File: src/rtl/pcileech_bar_cpl_pkg.sv
// Shared definitions for the BAR read completion path: reply-context field
// layout, CplD header constants and the buffered completion entry.
package pcileech_bar_cpl_pkg;

  // Reply context field layout
  localparam int CTX_RID_LSB  = 0;
  localparam int CTX_RID_W    = 16;
  localparam int CTX_TAG_LSB  = 16;
  localparam int CTX_TAG_W    = 8;
  localparam int CTX_LA_LSB   = 24;
  localparam int CTX_LA_W     = 7;
  localparam int CTX_BC_LSB   = 31;
  localparam int CTX_BC_W     = 12;
  localparam int CTX_TC_LSB   = 43;
  localparam int CTX_TC_W     = 3;
  localparam int CTX_ATTR_LSB = 46;
  localparam int CTX_ATTR_W   = 2;
  localparam int CTX_USED_W   = 48;

  // CplD header constants
  localparam logic [2:0] CPLD_FMT  = 3'b010;
  localparam logic [4:0] CPLD_TYPE = 5'b01010;
  localparam logic [9:0] CPLD_LEN  = 10'd1;

  // Completion status codes
  localparam logic [2:0] CPL_STATUS_SC  = 3'b000;
  localparam logic [2:0] CPL_STATUS_UR  = 3'b001;
  localparam logic [2:0] CPL_STATUS_CRS = 3'b010;
  localparam logic [2:0] CPL_STATUS_CA  = 3'b100;

  typedef struct packed {
    logic [CTX_TC_W-1:0]   tc;
    logic [CTX_ATTR_W-1:0] attr;
    logic [CTX_BC_W-1:0]   byte_count;
    logic [CTX_LA_W-1:0]   lower_addr;
    logic [CTX_TAG_W-1:0]  tag;
    logic [CTX_RID_W-1:0]  req_id;
    logic [31:0]           data;
  } cpl_entry_t;

  // Build the single-beat 3DW-header CplD for one buffered reply.
  function automatic logic [127:0] cpl_format(input logic [15:0] cpl_id,
                                              input cpl_entry_t e);
    logic [31:0] dw0, dw1, dw2;
    dw0 = {CPLD_FMT, CPLD_TYPE, 1'b0, e.tc, 6'b0, e.attr, 2'b0, CPLD_LEN};
    dw1 = {cpl_id, CPL_STATUS_SC, 1'b0, e.byte_count};
    dw2 = {e.req_id, e.tag, 1'b0, e.lower_addr};
    return {e.data, dw2, dw1, dw0};
  endfunction

endpackage

File: src/rtl/pcileech_bar_cpl_fifo.sv
// Synchronous first-word-fall-through FIFO of completion entries with
// same-cycle push/pop; a push into a full FIFO is accepted when a pop
// happens in the same cycle.
module pcileech_bar_cpl_fifo
  import pcileech_bar_cpl_pkg::*;
#(
  parameter int DEPTH = 4
) (
  input  logic       clk,
  input  logic       rst,
  input  logic       push,
  input  cpl_entry_t push_entry,
  input  logic       pop,
  output cpl_entry_t pop_entry,
  output logic       full,
  output logic       empty
);

  localparam int AW = $clog2(DEPTH);

  cpl_entry_t    mem [DEPTH];
  logic [AW:0]   wr_ptr;
  logic [AW:0]   rd_ptr;
  logic          push_ok;
  logic          pop_ok;

  assign full      = (wr_ptr[AW] != rd_ptr[AW]) && (wr_ptr[AW-1:0] == rd_ptr[AW-1:0]);
  assign empty     = (wr_ptr == rd_ptr);
  assign pop_ok    = pop && !empty;
  assign push_ok   = push && (!full || pop_ok);
  assign pop_entry = mem[rd_ptr[AW-1:0]];

  // Storage write
  // NOTE: the storage array is deliberately not reset; entries are only ever
  // read behind valid pointers, and a reset on a RAM blocks memory inference.
  always_ff @(posedge clk) begin
    if (push_ok) mem[wr_ptr[AW-1:0]] <= push_entry;
  end

  // Pointer update
  always_ff @(posedge clk) begin
    if (rst) begin
      wr_ptr <= '0;
      rd_ptr <= '0;
    end else begin
      if (push_ok) wr_ptr <= wr_ptr + 1'b1;
      if (pop_ok)  rd_ptr <= rd_ptr + 1'b1;
    end
  end

endmodule

File: src/rtl/pcileech_bar_cpl_tx.sv
// BAR read completion transmitter: buffers read replies, formats each into a
// single-beat CplD and presents it on the TLP stream with ready/valid.
module pcileech_bar_cpl_tx
  import pcileech_bar_cpl_pkg::*;
#(
  parameter int FIFO_DEPTH = 4
) (
  input  logic         clk,
  input  logic         rst,
  input  logic [15:0]  pcie_id,
  input  logic [87:0]  rd_rsp_ctx,
  input  logic [31:0]  rd_rsp_data,
  input  logic         rd_rsp_valid,
  output logic [127:0] tlp_tx_data,
  output logic [3:0]   tlp_tx_keep,
  output logic         tlp_tx_last,
  output logic         tlp_tx_valid,
  input  logic         tlp_tx_ready,
  output logic [15:0]  cpl_sent_count,
  output logic [15:0]  drop_count,
  output logic         overflow
);

  localparam logic [0:0] ST_EMPTY  = 1'b0;
  localparam logic [0:0] ST_LOADED = 1'b1;

  logic [0:0]  state;
  cpl_entry_t  push_entry;
  cpl_entry_t  pop_entry;
  logic        fifo_full;
  logic        fifo_empty;
  logic        push;
  logic        pop;
  logic        accept;
  logic        drop;
  logic        unused_ctx_hi;

  assign unused_ctx_hi = ^rd_rsp_ctx[87:CTX_USED_W];

  assign push_entry.tc         = rd_rsp_ctx[CTX_TC_LSB   +: CTX_TC_W];
  assign push_entry.attr       = rd_rsp_ctx[CTX_ATTR_LSB +: CTX_ATTR_W];
  assign push_entry.byte_count = rd_rsp_ctx[CTX_BC_LSB   +: CTX_BC_W];
  assign push_entry.lower_addr = rd_rsp_ctx[CTX_LA_LSB   +: CTX_LA_W];
  assign push_entry.tag        = rd_rsp_ctx[CTX_TAG_LSB  +: CTX_TAG_W];
  assign push_entry.req_id     = rd_rsp_ctx[CTX_RID_LSB  +: CTX_RID_W];
  assign push_entry.data       = rd_rsp_data;

  assign accept = (state == ST_LOADED) && tlp_tx_ready;
  assign pop    = !fifo_empty && ((state == ST_EMPTY) || tlp_tx_ready);
  assign push   = rd_rsp_valid && (!fifo_full || pop);
  assign drop   = rd_rsp_valid && !push;

  pcileech_bar_cpl_fifo #(.DEPTH(FIFO_DEPTH)) u_fifo (
    .clk        (clk),
    .rst        (rst),
    .push       (push),
    .push_entry (push_entry),
    .pop        (pop),
    .pop_entry  (pop_entry),
    .full       (fifo_full),
    .empty      (fifo_empty)
  );

  assign tlp_tx_valid = (state == ST_LOADED);
  assign tlp_tx_last  = tlp_tx_valid;
  assign tlp_tx_keep  = tlp_tx_valid ? 4'hF : 4'h0;

  // Output register: load a freshly formatted beat on pop, hold it until accepted
  // NOTE: all sequential state uses non-blocking assignment so every register
  // samples the pre-edge values regardless of statement order.
  always_ff @(posedge clk) begin
    if (rst) begin
      state       <= ST_EMPTY;
      tlp_tx_data <= '0;
    end else if (pop) begin
      state       <= ST_LOADED;
      tlp_tx_data <= cpl_format(pcie_id, pop_entry);
    end else if (accept) begin
      state       <= ST_EMPTY;
    end
  end

  // Sent counter (wrapping), drop counter (saturating) and sticky overflow
  always_ff @(posedge clk) begin
    if (rst) begin
      cpl_sent_count <= '0;
      drop_count     <= '0;
      overflow       <= 1'b0;
    end else begin
      if (accept) cpl_sent_count <= cpl_sent_count + 16'd1;
      if (drop) begin
        overflow <= 1'b1;
        if (drop_count != 16'hFFFF) drop_count <= drop_count + 16'd1;
      end
    end
  end

endmodule

File: config.mk
export PLATFORM = sky130hd
export DESIGN_NAME = pcileech_bar_cpl_tx
export DESIGN_NICKNAME = d
export VERILOG_FILES = /design/src/rtl/pcileech_bar_cpl_pkg.sv /design/src/rtl/pcileech_bar_cpl_fifo.sv /design/src/rtl/pcileech_bar_cpl_tx.sv
export SDC_FILE = /design/constraint.sdc
export NUM_CORES = 1
export LEC_CHECK = 0
export ABC_CLOCK_PERIOD_IN_PS = 4700
export CAP_MARGIN = 20
export CORE_MARGIN = 2
export CORE_UTILIZATION = 40
export DETAILED_ROUTE_END_ITERATION = 8
export SLEW_MARGIN = 20
export SYNTH_ARGS = -nofsm -noshare
export SYNTH_HDL_FRONTEND = slang
export SYNTH_SLANG_ARGS = --single-unit
File: constraint.sdc
create_clock -name clk -period 4.7 [get_ports clk]
set_input_delay 0.705 -clock clk [delete_from_list [all_inputs] [get_ports clk]]
set_output_delay 0.705 -clock clk [all_outputs]
set_load 0.02 [all_outputs]
# After elaboration in Yosys (flattened, before gate mapping)
# Memories as Yosys holds them, arrays and structs flattened. A register that Yosys moved wholly into a read port is not among the register bits.
# Cells that the tools add are included.
[classes]
n_addsub = 4
eq_ne = 4
n_mux = 5
bitwise_logic = 1
n_reduce_logical = 15
[op_table]
columns = ["cell", "count"]
rows = [
  ["adder 16 x 1 -> 16 bit (second input constant)", 2],
  ["inequality test 16 bit (second input constant)", 1],
  ["logical AND 1 bit", 7],
  ["adder 3 x 1 -> 3 bit (second input constant)", 2],
  ["2-to-1 mux 1 bit", 4],
  ["2-to-1 mux 4 bit", 1],
  ["== test 3 bit", 1],
  ["logical NOT 1 bit", 3],
  ["logical OR 1 bit", 3],
  ["== test 2 bit", 1],
  ["AND reduction 2 bit", 1],
  ["nonzero test 2 bit", 1],
  ["inequality test 1 bit", 1],
  ["NOT 1 bit", 1],
]
[totals]
regBits = 140
ram_bits = 320
in_bits = 140
output_inout_bits = 167
word_cells = 37
mem_count = 1
[mem_list]
columns = ["memory", "depth", "width", "rd", "rd_clocked_by_memory_dff", "write_ports", "line_no", "rtl"]
rows = [
  ["u_fifo.mem", 4, 80, 1, 1, 1, "pcileech_bar_cpl_fifo.sv:21", "cpl_entry_t mem [DEPTH];"],
]

# Depth between registers and ports, before layout
# Gate-level depths: netlist (run 1).
[depth]
word_depth = 8
depth_mapped = 8
ltp_nobuf = 5

# Cells and area by module
# A second synthesis (run 1) with hierarchy kept.
[unflattened]
cells_unflattened = 1134
hier_area_um2 = 17326.6
[modules_own_cells]
columns = ["mod", "instances", "cells_per_inst", "area_per_inst_um2", "seq_area_each_um2"]
rows = [
  ["pcileech_bar_cpl_fifo", 1, 473, 12040.3, 9769.4],
  ["pcileech_bar_cpl_tx", 1, 661, 5286.3, 2622.5],
]

# Worst setup path after synthesis (run 1)
# Ideal clock, no wire load.
[synth_path]
kind = "reg2reg"
start = "register u_fifo.rd_ptr[1]"
end = "register u_fifo.wr_ptr[2]"
setup_ns = 0.227
arrival_time_ns = 3.344
required_time_ns = 4.473
slack_ns = 1.129
path_stages_with_launch = 6
path_buffers = 1
synth_period_minus_slack_ns = 3.571
path_cell_list = "dfxtp_1 buf_2 xor2_1 o41a_1 and2_1 o21ai_0"
[synth_via]
elab_chain_len = 6
word_cells_on_any_way = 11
cone_classes = "eq/ne (2); reduce/logical (9)"
[synth_lines]
columns = ["item", "line_no", "rtl"]
rows = [
  ["start: declaration", "pcileech_bar_cpl_fifo.sv:23", "logic [AW:0] rd_ptr;"],
  ["start signal: assignment", "pcileech_bar_cpl_fifo.sv:47", "if (pop_ok) rd_ptr <= rd_ptr + 1'b1;"],
  ["== test 3 bit or == test 2 bit (tied branches)", "pcileech_bar_cpl_fifo.sv:28, pcileech_bar_cpl_fifo.sv:27", ""],
  ["logical NOT 1 bit or logical AND 1 bit (tied branches)", "pcileech_bar_cpl_fifo.sv:29, pcileech_bar_cpl_tx.sv:49, pcileech_bar_cpl_fifo.sv:27", ""],
  ["logical AND 1 bit or logical NOT 1 bit (tied branches)", "pcileech_bar_cpl_tx.sv:49, pcileech_bar_cpl_fifo.sv:30, pcileech_bar_cpl_tx.sv:50", ""],
  ["logical OR 1 bit or logical AND 1 bit (tied branches)", "pcileech_bar_cpl_tx.sv:50, pcileech_bar_cpl_fifo.sv:29", ""],
  ["logical AND 1 bit or logical OR 1 bit (tied branches)", "pcileech_bar_cpl_tx.sv:50, pcileech_bar_cpl_fifo.sv:30", ""],
  ["logical AND 1 bit *", "pcileech_bar_cpl_fifo.sv:30", "assign push_ok = push && (!full || pop_ok);"],
  ["end signal: assignment", "pcileech_bar_cpl_fifo.sv:46", "if (push_ok) wr_ptr <= wr_ptr + 1'b1;"],
  ["end: declaration", "pcileech_bar_cpl_fifo.sv:22", "logic [AW:0] wr_ptr;"],
]
# Every way passes the cells marked *; elsewhere a longest branch is shown, timed or not.
# A chain may end at the register's enable or synchronous reset.

# Worst setup path in the final report (run 1)
[layout_path]
start = "register u_fifo.rd_ptr[1]"
end = "memory u_fifo.mem[3][15] in the netlist's numbering (enable)"
[layout_via]
elab_chain_len = 8
word_cells_on_any_way = 13
cone_classes = "eq/ne (2); mux (2); reduce/logical (9)"
[layout_lines]
columns = ["item", "line_no", "rtl"]
rows = [
  ["== test 3 bit or == test 2 bit (tied branches)", "pcileech_bar_cpl_fifo.sv:28, pcileech_bar_cpl_fifo.sv:27", ""],
  ["logical NOT 1 bit or logical AND 1 bit (tied branches)", "pcileech_bar_cpl_fifo.sv:29, pcileech_bar_cpl_tx.sv:49, pcileech_bar_cpl_fifo.sv:27", ""],
  ["logical AND 1 bit or logical NOT 1 bit (tied branches)", "pcileech_bar_cpl_tx.sv:49, pcileech_bar_cpl_fifo.sv:30, pcileech_bar_cpl_tx.sv:50", ""],
  ["logical OR 1 bit or logical AND 1 bit (tied branches)", "pcileech_bar_cpl_tx.sv:50, pcileech_bar_cpl_fifo.sv:29", ""],
  ["logical AND 1 bit or logical OR 1 bit (tied branches)", "pcileech_bar_cpl_tx.sv:50, pcileech_bar_cpl_fifo.sv:30", ""],
  ["logical AND 1 bit *", "pcileech_bar_cpl_fifo.sv:30", ""],
  ["2-to-1 mux 1 bit *", "pcileech_bar_cpl_fifo.sv:37", "if (push_ok) mem[wr_ptr[AW-1:0]] <= push_entry;"],
  ["2-to-1 mux 1 bit (implied by the code) *", "pcileech_bar_cpl_fifo.sv:37", ""],
  ["end: declaration", "pcileech_bar_cpl_fifo.sv:21", ""],
]
# Marked as above.

==> results.cfg, run 1 <==
[status]
status = finished, final reports clean

[synth]
synth_edf_count = 320
synth_cells = 1106
synth.avg_cell_area_um2 = 15.5
ys_ff_latch = 457
ys_seq_area_share_pct = 72.2
netlist_area_um2 = 17100
synthArstFlopShare_pct = 0
synthFlopType = edfxtp_1
yosysWarnings = 0
yosysUniqueCellTypes = 41

[timing]
skew_ps = 15.7
setup_tns_ps = 0
fin_crit_sh_pct = 61.3
relSlewSlack_pct = 37.7
fmax_mhz = 347
rsz0062_at_grt = no
hold_viol = 0
slew_violations = 0
worstMarginPinSlew_ps = 934
final-setup-viol-count = 0
fin_crit_ps = 2880
hold_ws_ps = 444

[route]
postRouteAntennaNets = 0
drt_iter0_drc = 679
routed_via_density = 5.09
dr.pass1.iters = 5
vias = 9772
wl_per_cell_um = 19.2
drc_errors = 0
wl_mm = 36.8

[cells_and_area]
diodes = 0
fin_util_pct = 51.8
area_growth_pct = 27.2
fin_nets = 1487
layout-drive-gt1-share_pct = 14.3
num-fill-cells = 3502

[power]
powerDensity_nw_per_um2 = 574
p_leak_nw = 7.22
vdd_drop_max_v = 0.000478
p_total_w = 0.0125

[clock_network]
insertion_delay_ps = 570
cts.path.max_buffers = 3
postCtsHoldBufs = 0
h-tree-depth = 2
cts_tree = built
cts-root-buf = clkbuf_16
clk_pin_slew_worst_paths_ps = 60
cts_setup_buffers = 0
cts_buffers = 49
cts_resized = 0
clock-sinks = 457

[setup_path]
crit_path_top_delay_cell = dfxtp_4
start_kind = flip-flop
crit_fanout = 36
crit_type = flip-flop to flip-flop
required_ps = 4930
reg2reg_slack_ps = 1820
path_delay_family = flip-flops
slowest_delay_ps = 760
crit_arrival_ps = 3110
cp-end-kind = flip-flop
path_cells = xor2_1 > o41a_1 > and2_4 > buf_4
timing.critical_path.buf_inv = 1

[placed_design]
port_buffers = 238
gp_congestion = 0.786
dp_hpwl_mm = 21.4

[global_route]
grt_pass1_wl_mm = 56.3
antenna_found_initial = 3
grt_max_degree = 80
grt_overflow = 0
grt_pass1_vias = 9759
track_usage_pct = 16.6

[hold_path]
min_path_type = flip-flop to flip-flop

[floorplanning]
die_h_um = 211
initial_utilization_pct = 40.7
dieArea_um2 = 44400
fp.coreArea_um2 = 42000
ios = 307
num_rows = 75
die_w_um = 211

[run]
cap_violations = 0
## per-stage QoR
step           instances  worst slack [ps]  cell area, um2
5_1_grt             1920              1620           21800
2_1_floorplan       1133              1130           17200
3_3_place_gp        1828              1420           19900
3_5_place_dp        1828              1410           19900
6_report            1920              1820           21800
4_1_cts             1920              1740           21800
## per-layer routing
metal | vias to the layer above | GRT usage [%] | share of wire, %
li1 | 4551 | - | -
met1 | 4921 | 21.6 | 44
met2 | 244 | 27.8 | 48
met3 | 52 | 3.76 | 5.3
met4 | 4 | 5.10 | 1.9
met5 | - | 0 | 0.079
## worst register-to-register path, cell delays in order (launching register included)
cell	delay, ps
dfxtp_4	760
xor2_1	380
o41a_1	410
and2_4	560
buf_4	410
## worst paths after layout
| path | to | cells past startpoint | startpoint |
|---|---|---|---|
| min | overflow$_SDFFE_PP0P_ | 2 | overflow$_SDFFE_PP0P_ |
| min reg2reg | overflow$_SDFFE_PP0P_ | 2 | overflow$_SDFFE_PP0P_ |
| max reg2reg | u_fifo.mem[3][15]$_DFFE_PP_ | 4 | u_fifo.rd_ptr[1]$_SDFFE_PP0P_ |
| max | u_fifo.mem[3][15]$_DFFE_PP_ | 4 | u_fifo.rd_ptr[1]$_SDFFE_PP0P_ |
## area by class of cell
cell class                 instances  area [um2]  share of cell area [%]
clock inverter                    26         445                    2.05
sequential                       457       12400                    56.8
multi-input combinational        574        4300                    19.8
tap                              539         674                    3.10
inverter                           5        18.8                  0.0862
clock buffer                      66        1400                    6.44
timing repair buffer             253        2570                    11.8
## state kept, by name, indices dropped and copies added (netlist names)
register / flops
cpl_sent_count: 16
drop_count: 16
overflow: 1
tlp_tx_data: 97
tlp_tx_last: 1
u_fifo.mem: 320
u_fifo.rd_ptr: 3
u_fifo.wr_ptr: 3
## cell usage after synthesis (7+ instances only)
library cell / count / area [um2]
clkbuf_1: 28 / 105
o21ai_0: 7 / 35.0
buf_2: 26 / 130
ha_1: 7 / 87.6
nand2_1: 205 / 769
nor2_1: 22 / 82.6
xor2_1: 8 / 70.1
a21oi_1: 115 / 576
or4_1: 10 / 75.1
nand3_1: 15 / 75.1
o31ai_1: 10 / 75.1
nand4_1: 9 / 56.3
edfxtp_1: 320 / 9610
dfxtp_1: 137 / 2740
xnor2_1: 9 / 78.8
buf_4: 41 / 308
mux4_2: 80 / 1800
## cells in the final DEF (no fill, tap or decap), drive strengths merged, types with 9 or more instances in the layout
cell type / Yosys / layout
xnor2: 9 / 9
clkinv: 0 / 12
nor2: 22 / 22
a21oi: 115 / 115
nand4: 10 / 10
edfxtp: 320 / 320
bufinv: 0 / 12
or4: 10 / 10
mux4: 80 / 80
xor2: 9 / 9
conb: 1 / 28
dfxtp: 137 / 137
buf: 69 / 16
o31ai: 11 / 11
clkbuf: 28 / 66
nand3: 15 / 15
nand2: 205 / 205
clkdlybuf4s50: 0 / 237
## report_power, final
group / switching (W) / leakage (nW) / internal [W]
combinational: 0.00170 / 2.25 / 0.00138
clock: 0.00155 / 0.908 / 0.00276
sequential: 0.000325 / 4.06 / 0.00478
total: 0.00358 / 7.22 / 0.00891
## cells by family (layout without fill, tap and decap cells)
group,after synthesis,count (layout),share of synthesized area [%]
xor gates and xnor gates,18,18,0.965
and+or+nand+nor,297,297,7.66
AOI/OAI and AO/OA,137,137,4.34
buffers and inverters,102,350,3.33
adders and majority gates,7,7,0.512
DFF,457,457,72.2
other,1,28,0.0219
muxes,87,87,11.0
(Power assumes the default switching activity.)
==> inputs of run 2 (changes only) <==
--- a/config.mk
+++ b/config.mk
@@ -5,7 +5,7 @@
 export SDC_FILE = /design/constraint.sdc
 export NUM_CORES = 1
 export LEC_CHECK = 0
-export ABC_CLOCK_PERIOD_IN_PS = 4700
+export ABC_CLOCK_PERIOD_IN_PS = 2700
 export CAP_MARGIN = 20
 export CORE_MARGIN = 2
 export CORE_UTILIZATION = 40
==> constraint.sdc (replaced) <==
create_clock -name clk -period 2.7 [get_ports clk]
set_input_delay 0.405 -clock clk [delete_from_list [all_inputs] [get_ports clk]]
set_output_delay 0.405 -clock clk [all_outputs]
set_load 0.02 [all_outputs]
==> run 2 against run 1 <==
Against the previous run: critical path depth did not move; clock-buffer cell count fell by 1; first-iteration DRC count fell by 2.2%; highest routed layer unchanged; largest cell class unchanged; combinational power rose by 86%; fmax rose by 32%; via count rose by 0.87%.
==> results.cfg, run 2 (same netlist as run 1, synthesis figures left out) <==
[placed_design]
dp_hpwl_mm = 22.3
gp_congestion = 0.811
port_buffers = 238
dp.cells = 1845
place_ws_ps = 282

[status]
status = finished, final reports clean

[power]
seq_power_share_pct = 40.6
vdd_drop_max_v = 0.000603
switching_share_pct = 29.7
pwr-share-comb_pct = 26.7
power_switching_w = 0.00638
powerDensity_nw_per_um2 = 979
clkPwrFrac_pct = 32.7
intPower_w = 0.0151
p_leak_nw = 7.28

[setup_path]
cp-end-kind = flip-flop
required_ps = 2990
path_cells = xor2_1 > o41a_1 > and2_4 > buf_12
slowest_delay_ps = 540
start_kind = flip-flop
crit_path_top_delay_cell = dfxtp_1
crit_type = flip-flop to flip-flop
crit_fanout = 26
timing.critical_path.buf_inv = 1
crit_arrival_ps = 2470
path_delay_family = flip-flops

[route]
postRouteAntennaNets = 0
drc_errors = 0
drt_iter0_drc = 664
vias = 9857
wl_mm = 37.5
dr.pass1.iters = 5
routed_via_density = 5.08
wl_per_cell_um = 19.3

[floorplanning]
initial_utilization_pct = 40.7
die_w_um = 211
die_h_um = 211
dieArea_um2 = 44400
fp.coreArea_um2 = 42000
num_rows = 75
ios = 307

[global_route]
grt_overflow = 0
grt_pass1_vias = 10000
track_usage_pct = 16.9
antenna_found_initial = 6
grt_pass1_wl_mm = 57.3
grt_max_degree = 60

[hold_path]
min_path_type = input pin to flip-flop

[timing]
final-setup-viol-count = 0
relSlewSlack_pct = 45.7
setup_tns_ps = 0
slew_violations = 0
fmax_mhz = 458
worstMarginPinSlew_ps = 815
hold_ws_ps = 371
fin_crit_ps = 2180
fin_crit_sh_pct = 80.9
rsz0062_at_grt = no
worst_slack_ps = 516
hold_viol = 0
skew_ps = 22.8

[cells_and_area]
area_growth_pct = 28.1
num-fill-cells = 3541
layout-drive-gt1-share_pct = 14.8
largest_reg_flops = 320
final_common_cell = edfxtp_1
final_cell_mix = edfxtp_1, clkdlybuf4s50_1, nand2_1, dfxtp_1, a21oi_1
final-instance-count-excl-fill = 1940
fin_nets = 1505

[clock_network]
postCtsHoldBufs = 0
cts-root-buf = clkbuf_16
insertion_delay_ps = 600
clk_pin_slew_worst_paths_ps = 60
cts_buffers = 50
cts.path.max_buffers = 3
h-tree-depth = 2
cts_resized = 0
cts_tree = built
cts_setup_buffers = 0
clock-sinks = 457

[run]
cap_violations = 0
[run 2: cell types whose count changed in the layout (fill, tap and decap cells not counted), sizes merged]
cell,previous run,this run
buf,16,33
inv,6,9
diode,0,1
clkinv,12,17
clkbuf,66,65
bufinv,12,7
[run 2: worst register-to-register path: stages, from the launching register on]
cell	delay, ps
dfxtp_1	540
xor2_1	360
o41a_1	380
and2_4	350
buf_12	250
[run 2: final cells by class]
| cell class | count | area (um2) | share of cell area [%] |
|---|---|---|---|
| Clock buffer | 65 | 1350 | 6.15 |
| Antenna cell | 1 | 2.50 | 0.0114 |
| Inverter | 5 | 18.8 | 0.0856 |
| Tap cell | 539 | 674 | 3.08 |
| Clock inverter | 29 | 367 | 1.67 |
| Timing Repair Buffer | 270 | 2850 | 13.0 |
| Multi-Input combinational cell | 574 | 4300 | 19.6 |
| Sequential cell | 457 | 12400 | 56.4 |
[run 2: metrics by stage]
| stage | power, W | area [um2] | utilization (%) |
|---|---|---|---|
| after detailed placement | 0.0147 | 20200 | 48.1 |
| after global routing | 0.0225 | 21900 | 52.1 |
| final | 0.0214 | 21900 | 52.1 |
| after CTS | 0.0218 | 21900 | 52.1 |
| after floorplan | 0.0123 | 17200 | - |
| after global placement | 0.0146 | 20200 | 48.1 |
[run 2: worst paths after layout]
path	start	end	slack, ps	cells after the start
setup / recovery	u_fifo.wr_ptr[0]$_SDFFE_PP0P_	u_fifo.mem[2][43]$_DFFE_PP_	520	4
hold / removal	pcie_id[4]	tlp_tx_data[52]$_SDFFE_PP0P_	370	3
setup reg to reg	u_fifo.wr_ptr[0]$_SDFFE_PP0P_	u_fifo.mem[2][43]$_DFFE_PP_	520	4
hold reg to reg	tlp_tx_data[76]$_SDFFE_PP0P_	tlp_tx_data[76]$_SDFFE_PP0P_	450	2
[run 2: metal layers]
metal	vias up	routed length [um]	GRT usage, %
li1	4591	-	-
met1	4936	16500	22.5
met2	266	18100	27.7
met3	56	2160	4.06
met4	8	701	5.22
met5	-	54	0
[run 2: power groups by stage]
| stage | clock network, W | logic [W] | registers (W) |
|---|---|---|---|
| 2_1_floorplan | 0 | 0.00284 | 0.00945 |
| 3_3_place_gp | 0 | 0.00581 | 0.00884 |
| 3_5_place_dp | 0 | 0.00583 | 0.00886 |
| 4_1_cts | 0.00723 | 0.00586 | 0.00872 |
| 5_1_grt | 0.00748 | 0.00620 | 0.00880 |
| 6_report | 0.00702 | 0.00572 | 0.00870 |
